`src/rtl/bcd_digit_driver.sv`:
```
// Purpose: sequential binary-to-BCD (double-dabble) converter driving 5-bit digit codes to 7-segment decoders.
// Latency: WIDTH+1 clocks from load acceptance to digits update (done pulses on that edge).
// Backpressure: load is ignored while busy=1 (no queuing); digits and ovf hold their previous result until the update.
module bcd_digit_driver #(
    parameter int WIDTH  = 14,
    parameter int DIGITS = 4
) (
    input  logic                  clk,
    input  logic                  rst_n,
    input  logic [WIDTH-1:0]      value,
    input  logic                  load,
    input  logic                  blank_en,
    output logic                  busy,
    output logic                  done,
    output logic                  ovf,
    output logic [5*DIGITS-1:0]   digits
);

    // Number of decimal digits needed to represent 2^w-1.
    function automatic int dec_digits(input int w);
        logic [63:0] m;
        int          n;
        m = (w >= 64) ? '1 : ((64'd1 << w) - 64'd1);
        n = 1;
        while (m >= 64'd10) begin
            m = m / 64'd10;
            n = n + 1;
        end
        return n;
    endfunction

    function automatic logic [63:0] pow10(input int n);
        logic [63:0] r;
        r = 64'd1;
        for (int i = 0; i < n; i++) begin
            r = r * 64'd10;
        end
        return r;
    endfunction

    // Display pattern "0": ones lane shows zero, all higher lanes blank.
    function automatic logic [5*DIGITS-1:0] zero_display();
        logic [5*DIGITS-1:0] r;
        for (int i = 0; i < DIGITS; i++) begin
            r[5*i +: 5] = 5'h1F;
        end
        r[4:0] = 5'h00;
        return r;
    endfunction

    // The accumulator must hold every input value so no carry is lost,
    // even when the display itself has fewer digits.
    localparam int          BCD_NIB = (dec_digits(WIDTH) > DIGITS) ? dec_digits(WIDTH) : DIGITS;
    localparam int          BCD_W   = 4 * BCD_NIB;
    localparam int          CW      = $clog2(WIDTH + 1);
    localparam logic [63:0] LIMIT   = pow10(DIGITS) - 64'd1;
    localparam logic [5*DIGITS-1:0] RST_DIGITS = zero_display();

    localparam logic [1:0] ST_IDLE   = 2'd0;
    localparam logic [1:0] ST_SHIFT  = 2'd1;
    localparam logic [1:0] ST_FINISH = 2'd2;

    logic [1:0]          state;
    logic [CW-1:0]       cnt;
    logic [WIDTH-1:0]    shreg;
    logic [BCD_W-1:0]    bcd;
    logic [BCD_W-1:0]    bcd_adj;
    logic                blank_q;
    logic                ovf_q;
    logic [5*DIGITS-1:0] nxt_digits;
    logic [3:0]          nib;
    logic                lead;
    logic                accept;
    logic                over_limit;

    assign busy       = (state != ST_IDLE);
    assign accept     = (state == ST_IDLE) && load;
    assign over_limit = ({{(64-WIDTH){1'b0}}, value} > LIMIT);

    // Add-3 correction on every nibble that would overflow a decimal digit on the next doubling.
    always_comb begin
        bcd_adj = bcd;
        for (int i = 0; i < BCD_NIB; i++) begin
            if (bcd[4*i +: 4] >= 4'd5) begin
                bcd_adj[4*i +: 4] = bcd[4*i +: 4] + 4'd3;
            end
        end
    end

    // Final lane codes: saturate on overflow, otherwise blank leading zeros scanning from the top lane down.
    always_comb begin
        nxt_digits = '0;
        lead       = blank_q;
        nib        = 4'd0;
        for (int i = DIGITS - 1; i >= 0; i--) begin
            nib = bcd[4*i +: 4];
            if (lead && (nib == 4'd0) && (i != 0)) begin
                nxt_digits[5*i +: 5] = 5'h1F;
            end else begin
                nxt_digits[5*i +: 5] = {1'b0, nib};
                lead                 = 1'b0;
            end
        end
        if (ovf_q) begin
            for (int i = 0; i < DIGITS; i++) begin
                nxt_digits[5*i +: 5] = 5'h09;
            end
        end
    end

    // Conversion FSM, datapath and output registers; outputs only change in FINISH.
    always_ff @(posedge clk or negedge rst_n) begin
        if (!rst_n) begin
            state   <= ST_IDLE;
            cnt     <= '0;
            shreg   <= '0;
            bcd     <= '0;
            blank_q <= 1'b0;
            ovf_q   <= 1'b0;
            done    <= 1'b0;
            ovf     <= 1'b0;
            digits  <= RST_DIGITS;
        end else begin
            done <= 1'b0;
            case (state)
                ST_IDLE: begin
                    if (accept) begin
                        shreg   <= value;
                        bcd     <= '0;
                        blank_q <= blank_en;
                        ovf_q   <= over_limit;
                        cnt     <= '0;
                        state   <= ST_SHIFT;
                    end
                end
                ST_SHIFT: begin
                    {bcd, shreg} <= {bcd_adj, shreg} << 1;
                    cnt          <= cnt + CW'(1);
                    if (cnt == CW'(WIDTH - 1)) begin
                        state <= ST_FINISH;
                    end
                end
                ST_FINISH: begin
                    digits <= nxt_digits;
                    ovf    <= ovf_q;
                    done   <= 1'b1;
                    state  <= ST_IDLE;
                end
                default: begin
                    state <= ST_IDLE;
                end
            endcase
        end
    end

endmodule

```
`config.mk`:
```
export PLATFORM = sky130hd
export DESIGN_NAME = bcd_digit_driver
export DESIGN_NICKNAME = d
export VERILOG_FILES = /design/src/rtl/bcd_digit_driver.sv
export SDC_FILE = /design/constraint.sdc
export NUM_CORES = 1
export LEC_CHECK = 0
export ABC_AREA = 1
export ABC_CLOCK_PERIOD_IN_PS = 4140
export BUFFER_PORTS_ARGS = -buffer_cell sky130_fd_sc_hd__buf_2
export CAP_MARGIN = 40
export CORE_MARGIN = 2
export CORE_UTILIZATION = 45
export CTS_CLUSTER_SIZE = 16
export DETAILED_ROUTE_END_ITERATION = 16
export SYNTH_ARGS = -nofsm -noshare
export SYNTH_HDL_FRONTEND = slang
export SYNTH_SLANG_ARGS = --single-unit
```
`constraint.sdc`:
```
create_clock -name clk -period 4.14 [get_ports clk]
set_clock_uncertainty 0.1 [all_clocks]
set_input_delay 0.621 -clock clk [delete_from_list [all_inputs] [get_ports clk]]
set_output_delay 0.621 -clock clk [all_outputs]
set_load 0.02 [all_outputs]
```
==> Word-level counts from Yosys, hierarchy flattened <==
Cells that the tools add are included.
{ "word_totals": {"regBits": 64, "out_inout_bits": 23, "elab_cells": 60} }
{ "op_classes": {"add_sub_neg": 6, "magnitude_cmp": 6, "n_eq_ne": 5, "mux": 21, "reduce_logical": 13} }
{ "op_table": {"columns": ["operator", "count"], "rows": [
  ["2-to-1 mux 20 bit", 2],
  ["case mux 20 bit (2 select lines)", 1],
  ["case mux 14 bit (2 select lines)", 1],
  [">= comparator 4 x 3 -> 1 bit (second input constant)", 5],
  ["2-to-1 mux 4 bit", 5],
  ["adder 4 x 2 -> 4 bit (second input constant)", 4],
  ["2-to-1 mux 5 bit", 3],
  ["greater-than comparator 14 bit (second input constant)", 1],
  ["2-to-1 mux 14 bit", 1],
  ["zero test 4 bit", 3],
  ["case mux 4 bit (2 select lines)", 1],
  ["AND reduction 2 bit", 3],
  ["adder 4 x 1 -> 4 bit (second input constant)", 1],
  ["equality test 4 bit (second input constant)", 1],
  ["logical AND 1 bit", 4],
  ["2-to-1 mux 2 bit", 2],
  ["inequality test 2 bit (second input constant)", 2],
  ["case mux 2 bit (2 select lines)", 1],
  ["nonzero test 2 bit", 2],
  ["adder 3 x 2 -> 3 bit (second input constant)", 1],
  ["2-to-1 mux 1 bit", 3],
  ["2-to-1 mux 3 bit", 1],
  ["equality test 2 x 1 -> 1 bit (second input constant)", 1],
  ["equality test 2 bit (second input constant)", 1],
  ["zero test 2 bit", 1]
]} }

==> Depth between registers and ports, before layout <==
Gate-level depths: netlist (run 1).
{ "logic_depth": {"ltp_word": 8, "mapped_depth": 8} }

==> Worst setup path before layout (run 1) <==
Ideal clock, no wire load.
{ "synth_timing": {"path_type": "reg-to-output", "start": "register state[0]", "end": "output port busy", "arrival_time_ns": 0.677, "required_ns": 3.419, "slack_ns": 2.742, "path_stages_with_launch": 3, "path_buffers": 0, "path_cell_list": "dfrtp_1 > nor2_2 > inv_1"} }
{ "synth_between": {"elab_chain_cells": 1} }
{ "synth_rtl": {"columns": ["element", "line", "source"], "rows": [
  ["start, declared", "63", "logic [1:0] state;"],
  ["start signal, assigned", "114", "state <= ST_IDLE;"],
  ["start signal, assigned", "133", "state <= ST_SHIFT;"],
  ["start signal, assigned", "140", "state <= ST_FINISH;"],
  ["nonzero test 2 bit", "76", "assign busy = (state != ST_IDLE);"],
  ["end, declared", "13", "output logic busy,"]
]} }
Every way passes these cells.

==> Worst setup path after layout (run 1) <==
Ends and elaborated chain as after synthesis.

==> summary.txt, run 1 <==
Outcome
  • Outcome: completed

CTS
  • CTS tree: built
  • Post-CTS sizing: 0
  • H-tree Lvls: 3
  • Clk buf depth: 2
  • Skew-Pair Late Insertion Delay: approximately 0.33 ns
  • Post-cts hold buffer count: 0
  • CTS sink count: 59
  • Clock Tree Root: clkbuf_8
  • CTS buffer count: 9
  • Clock transition at the registers of the reported paths: about 0.070 ns
  • Setup bufs post-CTS: 0

Floorplanning
  • Chip width: around 85 um
  • Die area: 7280 sq um
  • Core Box Area: roughly 6400 sq um
  • IO Pins: 41
  • Site Rows: 29
  • Die Y: ~85 um
  • Starting Density: a little under half

Finish
  • Area growth from synthesis to layout: 14.0%
  • Layout cells sized above 1: 20.9%
  • Layout Nets: roughly 430
  • # diodes: 0

Synth
  • Post-synthesis sequential area ratio: between 50% and 60%
  • Yosys warns: 0
  • Syn_area_per_cell: approximately 8.4 sq um
  • Yosys cell types: 27
  • Synth Flop Type: dfrtp_1
  • Mapped Cells: about 360
  • Post-synth EDFFs: 0
  • Synth Register Bits: just under 60
  • Post-synthesis async set-or-reset flop share: between 90% and 100%
  • Mapped Nets: between 300 and 400
  • Synth Cell Area: between 2000 and 3000 sq um

Setup path
  • Reg-to-reg endpoint: digits[6]
  • Worst Path Max Fanout: 3
  • R2r setup slk: between 2 and 2.5 ns
  • Cells on worst reg2reg path: 5
  • Worst Setup End Kind: output port
  • CP Class: reg2out
  • Worst flop-to-flop path startpoint: state[0]
  • Worst EP required: between 3 and 4 ns
  • Critical Path AT: 1.16 ns
  • Crit start category: flop

Power
  • Tot Pwr: around 2.7 mW
  • Leakage: between 1.5 and 2 nW
  • Maximum vdd drop: ~0.38 mV
  • Power per standard cell area: between 800 and 900 nW/um^2

STA
  • Slew margin rel.: between 50% and 60%
  • Tightest Pin Transition: 0.632 ns
  • Tcrit/Tclk final: between 40% and 50%
  • Fin. Hold Viols: 0
  • FMAX: between 500 and 600 MHz
  • RSZ-0062 raised after global routing: no
  • Fin. max-slew vios: 0
  • Sum Neg Setup Slack: 0 ns
  • Final setup vio count: 0
  • Fin crit period: about 1.9 ns

Global route
  • Largest net degree at the start of global routing: 32
  • Global Route Usage Sum: ~18%
  • Vias in the first global route: 2249
  • First-pass GRT wire length: 10.5 mm
  • GRT Residual Overflow: 0
  • Initial antenna violation count: 0

Routing
  • Average routed wire per standard cell: 13.1 um
  • Final WL: around 6.2 mm
  • DR iter-0 viols: roughly 140
  • DRC violations left: 0
  • Via count: roughly 2400
  • Via/cell ratio: a little under 5
  • DRT Pass-1 Iters: 4
  • Post-DRT Antenna Nets: 0

Place
  • Input/output buffers: 39
  • Gpl congestion: ~0.8
  • Dpl hpwl: 4.27 mm

Worst hold path
  • Hold Crit Class: in2async

Flow run
  • MaxCap Viol Count: 0
## cell type report
type	count	area (sq um)
fillers	622	3000
flip-flops and latches	59	1500
multi-input cells	247	1230
repair buffers	40	203
inverters	39	151
clock buffers	10	138
well taps	77	96.3
clock inverters	6	78.8
## worst max-delay path by stage
stage                  start          to  slack [ns]  cells after the start
finish              state[0]        busy        2.26                      3
global route        state[1]        busy        2.21                      3
CTS                 state[0]        busy        2.25                      3
detailed placement     rst_n  digits[17]        2.42                      2
global placement       rst_n  digits[17]        2.43                      2
floorplan           state[0]        busy        2.74                      2
## Yosys cell counts, types with 3 or more instances
master / count / area, sq um
nand2_1: 115 / 432
dfrtp_1: 44 / 1100
inv_1: 36 / 135
nand3_1: 35 / 175
nor2_1: 27 / 101
dfstp_2: 15 / 394
ha_1: 13 / 163
o21ai_0: 13 / 65.1
nand4_1: 11 / 68.8
a21oi_1: 10 / 50.1
nand2_2: 6 / 37.5
a22oi_1: 4 / 30.0
buf_2: 3 / 15.0
buf_6: 3 / 33.8
## cell usage in the layout (no fill, tap or decap), types with 3 or more instances in the layout
cell,n
nand2_1,115
dfrtp_1,44
buf_2,39
inv_1,36
nand3_1,35
nor2_1,27
dfstp_2,15
o21ai_0,13
ha_1,13
nand4_1,11
a21oi_1,10
clkbuf_8,10
nand2_2,6
a22oi_1,4
clkinv_2,3
## registers in the layout, indices dropped and copies added, names as in the netlist
| name | flops |
|---|---|
| ovf | 1 |
| ovf_q | 1 |
| digits | 19 |
| bcd | 16 |
| state | 2 |
| shreg | 14 |
| done | 1 |
| cnt | 4 |
| blank_q | 1 |
## critical path, stage by stage (launching register included)
cell     delay [ns]
dfrtp_1        0.43
nor2_2         0.19
inv_1          0.06
buf_2          0.16
## kinds of logic after synthesis
kind of cell | synth area share (%)
simple gates | 29.2
buf+inv | 8.41
compound gates | 6.48
other cells | 0.126
fa+ha+maj | 5.47
flops | 50.3
## routing by layer
layer,up-vias,track usage [%],share of wire (%)
met2,50,27.8,45
met5,-,0,0
met4,0,6.49,1.1
met1,1108,25.9,50
li1,1215,-,-
met3,5,3.60,3.9
## per-stage QoR
step | cells | hold slack [ns] | area [sq um] | setup slack (ns) | utilization, %
after global placement | 462 | 0.354 | 3170 | 2.43 | 49.7
after CTS | 478 | 0.224 | 3390 | 2.25 | 53.1
after global routing | 478 | 0.252 | 3390 | 2.21 | 53.1
final | 478 | 0.210 | 3390 | 2.26 | 53.1
after detailed placement | 462 | 0.356 | 3170 | 2.42 | 49.7
after floorplan | 355 | 0.225 | 2970 | 2.74 | -
## power by group
part | leakage (nW) | internal [mW] | total (mW) | switching [mW]
Combinational | 0.966 | 0.388 | 1.11 | 0.724
Sequential | 0.698 | 0.851 | 1.03 | 0.183
Clock | 0.113 | 0.350 | 0.574 | 0.224
Total | 1.78 | 1.59 | 2.72 | 1.13
No activity file was read; power rests on OpenSTA's default activity.
==> run 2, diff against run 1 <==
- ABC_CLOCK_PERIOD_IN_PS: 4140 -> 1700
- PLACE_DENSITY: not set -> 0.67
- clock period: 4.14 -> 1.7 ns (I/O delays scaled with it)
==> summary.txt, run 2 (synthesis results as in run 1) <==
Finish
  • Area growth from synthesis to layout: 15.2% (was 14.0%)
  • Layout cells sized above 1: 22.0% (was 20.9%)
  • Final core occ: 53.6% (was 53.1%)
  • Biggest register: digits (unchanged)
  • Max reg flops: 19 (unchanged)
  • Fillers: 606 (was 622)
  • # diodes: 0 (unchanged)
  • Top flop regs: digits: 19 flops, bcd: 16 flops, shreg: 14 flops (unchanged)
  • Layout Nets: 436 (was 427)
  • Commonest non-fill, non-tap cells in the layout: 115 x nand2_1, 44 x dfrtp_1, 39 x buf_2, 36 x inv_1, 35 x nand3_1 (unchanged)
  • Commonest non-fill, non-tap cell in the layout: nand2_1 (unchanged)

Routing
  • Post-DRT Antenna Nets: 0 (unchanged)
  • Average routed wire per standard cell: 12.3 um (was 13.1 um)
  • Via count: 2460 (was 2378)
  • DRC violations left: 0 (unchanged)
  • Via/cell ratio: 5.05 (was 4.97)
  • Final WL: 5.98 mm (was 6.25 mm)
  • DR iter-0 viols: 87 (was 139)
  • DRT Pass-1 Iters: 5 (was 4)

STA
  • Fin crit period: 1.51 ns
  • Final setup margin: 0.186 ns (was 2.26 ns)
  • Fin. max-slew vios: 0 (unchanged)
  • Tightest Pin Transition: 0.535 ns (was 0.632 ns)
  • Hold WS: 0.0209 ns (was 0.210 ns)
  • Final setup vio count: 0 (unchanged)
  • Slew margin rel.: 64.3% (was 57.9%)
  • Tcrit/Tclk final: between 80 and 90%
  • FMAX: between 600 and 700 MHz
  • Fin. Hold Viols: 0 (unchanged)
  • Sum Neg Setup Slack: 0 ns (unchanged)
  • RSZ-0062 raised after global routing: no (unchanged)

Floorplanning
  • Die area: 7280 sq um (unchanged)
  • IO Pins: 41 (unchanged)
  • Core Box Area: 6390 sq um (unchanged)
  • Die Y: 85.3 um (unchanged)
  • Site Rows: 29 (unchanged)
  • Starting Density: 46.6% (unchanged)
  • Chip width: 85.3 um (unchanged)

Power
  • Maximum vdd drop: 0.922 mV (was 0.375 mV)
  • Leakage: 1.80 nW (was 1.78 nW)
  • Tot Pwr: 6.31 mW (was 2.72 mW)
  • Power per standard cell area: 1840 nW/um^2 (was 802 nW/um^2)

Global route
  • Global Route Usage Sum: 18.4% (was 18.2%)
  • Largest net degree at the start of global routing: 25 (was 32)
  • Vias in the first global route: 2374 (was 2249)
  • Initial antenna violation count: 0 (unchanged)
  • First-pass GRT wire length: 10.4 mm (was 10.5 mm)
  • GRT Residual Overflow: 0 (unchanged)

CTS
  • CTS buffer count: 9 (unchanged)
  • H-tree Lvls: 3 (unchanged)
  • Clk buf depth: 2 (unchanged)
  • Skew-Pair Late Insertion Delay: 0.33 ns (about the same)
  • Clock Tree Root: clkbuf_8 (unchanged)
  • CTS sink count: 59 (unchanged)
  • CTS tree: built (unchanged)
  • Clock transition at the registers of the reported paths: 0.06 ns (was 0.07 ns)
  • Setup bufs post-CTS: 0 (unchanged)

Setup path
  • CP Class: reg2out (unchanged)
  • Crit start category: flop (unchanged)
  • Worst EP required: 1.34 ns (was 3.42 ns)
  • Critical Path AT: 1.16 ns (about the same)
  • Worst Setup End Kind: output port (unchanged)
  • Worst Path Max Fanout: 3 (unchanged)

Worst hold path
  • Hold Crit Class: in2reg (was in2async)

Outcome
  • Outcome: completed (unchanged)

Flow run
  • MaxCap Viol Count: 0 (unchanged)

Place
  • Gpl congestion: 0.919 (was 0.817)
  • Dpl hpwl: 4.30 mm (was 4.27 mm)
  • Input/output buffers: 39 (unchanged)
  • Dpl ws: 0.171 ns (was 2.42 ns)
run 2: changes by cell type in the layout (fill, tap and decap cells not counted), sizes merged:
cell / change
clkinv: -1
buf: +8
clkbuf: +3
bufinv: -2
dlygate4sd3: +1
run 2: per-layer routing:
layer	vias up	global-route usage [%]	share of wire, %
li1	1242	-	-
met1	1149	22.7	45
met2	62	29.8	48
met3	7	5.25	5.3
met4	0	8.80	1.4
met5	-	0	0
run 2: path summary, 6_finish.rpt:
kind                       startpoint    endpoint  slack [ns]  cells after the start
setup / recovery             state[1]        busy        0.19                      3
hold / removal               blank_en     blank_q        0.02                      3
setup reg to reg              bcd[12]   digits[6]        0.24                      8
hold reg to reg             digits[9]   digits[9]        0.36                      2
max in group asynchronous       rst_n  digits[10]        0.59                      3
min in group asynchronous       rst_n      bcd[9]        0.33                      2
run 2: area by class of cell:
| type | count | area (sq um) | share of cell area, % |
|---|---|---|---|
| clock buffers | 13 | 139 | 4.05 |
| clock inverters | 3 | 15.0 | 0.438 |
| inverters | 39 | 151 | 4.42 |
| multi-input cells | 247 | 1230 | 35.9 |
| flip-flops and latches | 59 | 1500 | 43.6 |
| well taps | 77 | 96.3 | 2.81 |
| repair buffers | 49 | 298 | 8.69 |
run 2: what timing repair did:
action,4_1_cts,5_1_grt
hold endpoints to repair,12,0
hold buffers,1,0
setup endpoints to repair,0,3
gates resized for setup,0,1
run 2: critical path, stage by stage (launching register included):
cell	delay, ns
dfrtp_1	0.41
nor2_2	0.20
inv_1	0.06
buf_2	0.16
run 2: stage by stage:
stage | instance area [sq um] | std cells
floorplan | 2970 | 355
global placement | 3260 | 470
detailed placement | 3260 | 470
CTS | 3420 | 487
global route | 3430 | 487
finish | 3430 | 487
run 2: where the power goes:
part / total [mW] / leakage (nW) / internal, mW / switching (mW)
combinational: 2.76 / 1.02 / 1.01 / 1.75
sequential: 2.50 / 0.698 / 2.07 / 0.430
clock: 1.05 / 0.0812 / 0.523 / 0.523
==> run 3, diff against run 2 <==
- CTS_BUF_LIST: not set -> sky130_fd_sc_hd__clkbuf_2
==> summary.txt, run 3 (synthesis results as in run 1) <==
Place
  • Placed instance count: 470 (unchanged)
  • Gpl congestion: 0.919 (unchanged)
  • Input/output buffers: 39 (unchanged)
  • Dpl ws: 0.171 ns (unchanged)
  • Dpl hpwl: 4.30 mm (unchanged)

CTS
  • Clock transition at the registers of the reported paths: 0.19 ns (was 0.06 ns)
  • Skew-Pair Late Insertion Delay: 0.51 ns (was 0.33 ns)
  • Clk buf depth: 2 (unchanged)
  • CTS tree: built (unchanged)
  • CTS buffer count: 9 (unchanged)
  • Clock Tree Root: clkbuf_2 (was clkbuf_8)
  • H-tree Lvls: 3 (unchanged)
  • CTS sink count: 59 (unchanged)

Floorplanning
  • Core Box Area: 6390 sq um (unchanged)
  • IO Pins: 41 (unchanged)
  • Site Rows: 29 (unchanged)
  • Die Y: 85.3 um (unchanged)
  • Chip width: 85.3 um (unchanged)
  • Starting Density: 46.6% (unchanged)
  • Die area: 7280 sq um (unchanged)

STA
  • Fin crit period: 1.65 ns (was 1.51 ns)
  • Fin. Hold Viols: 0 (unchanged)
  • Final setup margin: 0.0496 ns (was 0.186 ns)
  • RSZ-0062 raised after global routing: yes (was no)
  • Tcrit/Tclk final: 97.1% (was 89.1%)
  • FMAX: 606 MHz (was 660 MHz)
  • Fin. max-slew vios: 0 (unchanged)
  • Final setup vio count: 0 (unchanged)
  • Tightest Pin Transition: 0.545 ns (was 0.535 ns)
  • Slew margin rel.: 63.7% (was 64.3%)

Finish
  • Top flop regs: digits: 19 flops, bcd: 16 flops, shreg: 14 flops (unchanged)
  • Biggest register: digits (unchanged)
  • Area growth from synthesis to layout: 18.6% (was 15.2%)
  • Max reg flops: 19 (unchanged)
  • Finished Layout Cells: 504 (was 487)
  • Commonest non-fill, non-tap cells in the layout: 115 x nand2_1, 43 x dfrtp_1, 39 x buf_2, 36 x inv_1, 35 x nand3_1 (was 115 x nand2_1, 44 x dfrtp_1, 39 x buf_2, 36 x inv_1, 35 x nand3_1)
  • Layout cells sized above 1: 22.5% (was 22.0%)
  • Layout Nets: 453 (was 436)
  • Commonest non-fill, non-tap cell in the layout: nand2_1 (unchanged)
  • # diodes: 0 (unchanged)

Power
  • Leakage: 1.85 nW (was 1.80 nW)
  • Maximum vdd drop: 0.785 mV (was 0.922 mV)
  • Power per standard cell area: 1710 nW/um^2 (was 1840 nW/um^2)

Setup path
  • Crit start category: flop (unchanged)
  • Worst Setup End Kind: output port (unchanged)
  • CP Class: reg2out (unchanged)
  • Worst Path Max Fanout: 2 (was 3)
  • Worst EP required: 1.34 ns (about the same)
  • Critical Path AT: 1.30 ns (was 1.16 ns)

Routing
  • Average routed wire per standard cell: 12.4 um (was 12.3 um)
  • Via/cell ratio: 4.99 (was 5.05)
  • Final WL: 6.25 mm (was 5.98 mm)
  • Post-DRT Antenna Nets: 0 (unchanged)
  • DR iter-0 viols: 90 (was 87)
  • DRT Pass-1 Iters: 5 (unchanged)
  • Via count: 2513 (was 2460)
  • DRC violations left: 0 (unchanged)

Worst hold path
  • Hold Crit Class: in2async (was in2reg)

Global route
  • Global Route Usage Sum: 19.2% (was 18.4%)
  • Initial antenna violation count: 0 (unchanged)
  • Vias in the first global route: 2456 (was 2374)
  • First-pass GRT wire length: 10.8 mm (was 10.4 mm)
  • Largest net degree at the start of global routing: 25 (unchanged)
  • GRT Residual Overflow: 0 (unchanged)

Outcome
  • Outcome: completed (unchanged)

Flow run
  • MaxCap Viol Count: 0 (unchanged)
-- run 3: worst paths after layout --
path / cells after the start / end / from / slack, ns
max: 3 / busy / state[0] / 0.05
min: 2 / bcd[9] / rst_n / 0.13
max reg2reg: 8 / digits[6] / bcd[13] / 0.21
min reg2reg: 2 / digits[9] / digits[9] / 0.37
max in group asynchronous: 3 / digits[10] / rst_n / 0.75
min in group clk: 2 / digits[9] / digits[9] / 0.37
-- run 3: routing by layer --
metal	wire length (um)	GRT usage [%]	vias to the layer above	part of all wire, %
li1	-	-	1274	-
met2	3080	32.0	63	49
met4	78	10.4	0	1.2
met5	0	0	-	0
met3	330	4.38	5	5.3
met1	2760	22.9	1171	44
-- run 3: cell type report --
type,instances,area (sq um)
inverters,39,151
fillers,593,2860
clock buffers,13,65.1
clock inverters,3,15.0
multi-input cells,247,1240
flip-flops and latches,59,1500
well taps,77,96.3
repair buffers,66,465
-- run 3: stage by stage --
step                      util [%]  total power, mW  cell area, sq um  hold WS, ns  TNS (ns)
after floorplan                  -             4.66              2970       -0.141         0
after global placement        51.0             5.22              3260        0.167         0
after detailed placement      51.0             5.30              3260        0.167         0
after CTS                     55.0             6.06              3510        0.125         0
after global routing          55.2             6.65              3530        0.167   -0.0274
final                         55.2             6.03              3530        0.126         0
-- run 3: power by group --
| part | switching [mW] | internal [mW] |
|---|---|---|
| Sequential | 0.427 | 2.06 |
| Clock | 0.508 | 0.211 |
| Combinational | 1.77 | 1.05 |
| Total | 2.71 | 3.33 |
-- run 3: what timing repair did --
item / 4_1_cts / 5_1_grt
gates resized for setup: 1 / 2
setup buffers: 0 / 1
hold buffers: 17 / 0
endpoints found under the setup margin: 1 / 4
gates cloned: 0 / 0
pin swaps: 0 / 1
endpoints found under the hold margin: 61 / 0
-- run 3: worst max-delay path, stage by stage, from the launching register on --
cell and delay [ns]:
dfrtp_2 0.46, nor2_4 0.15, inv_1 0.05, buf_2 0.15
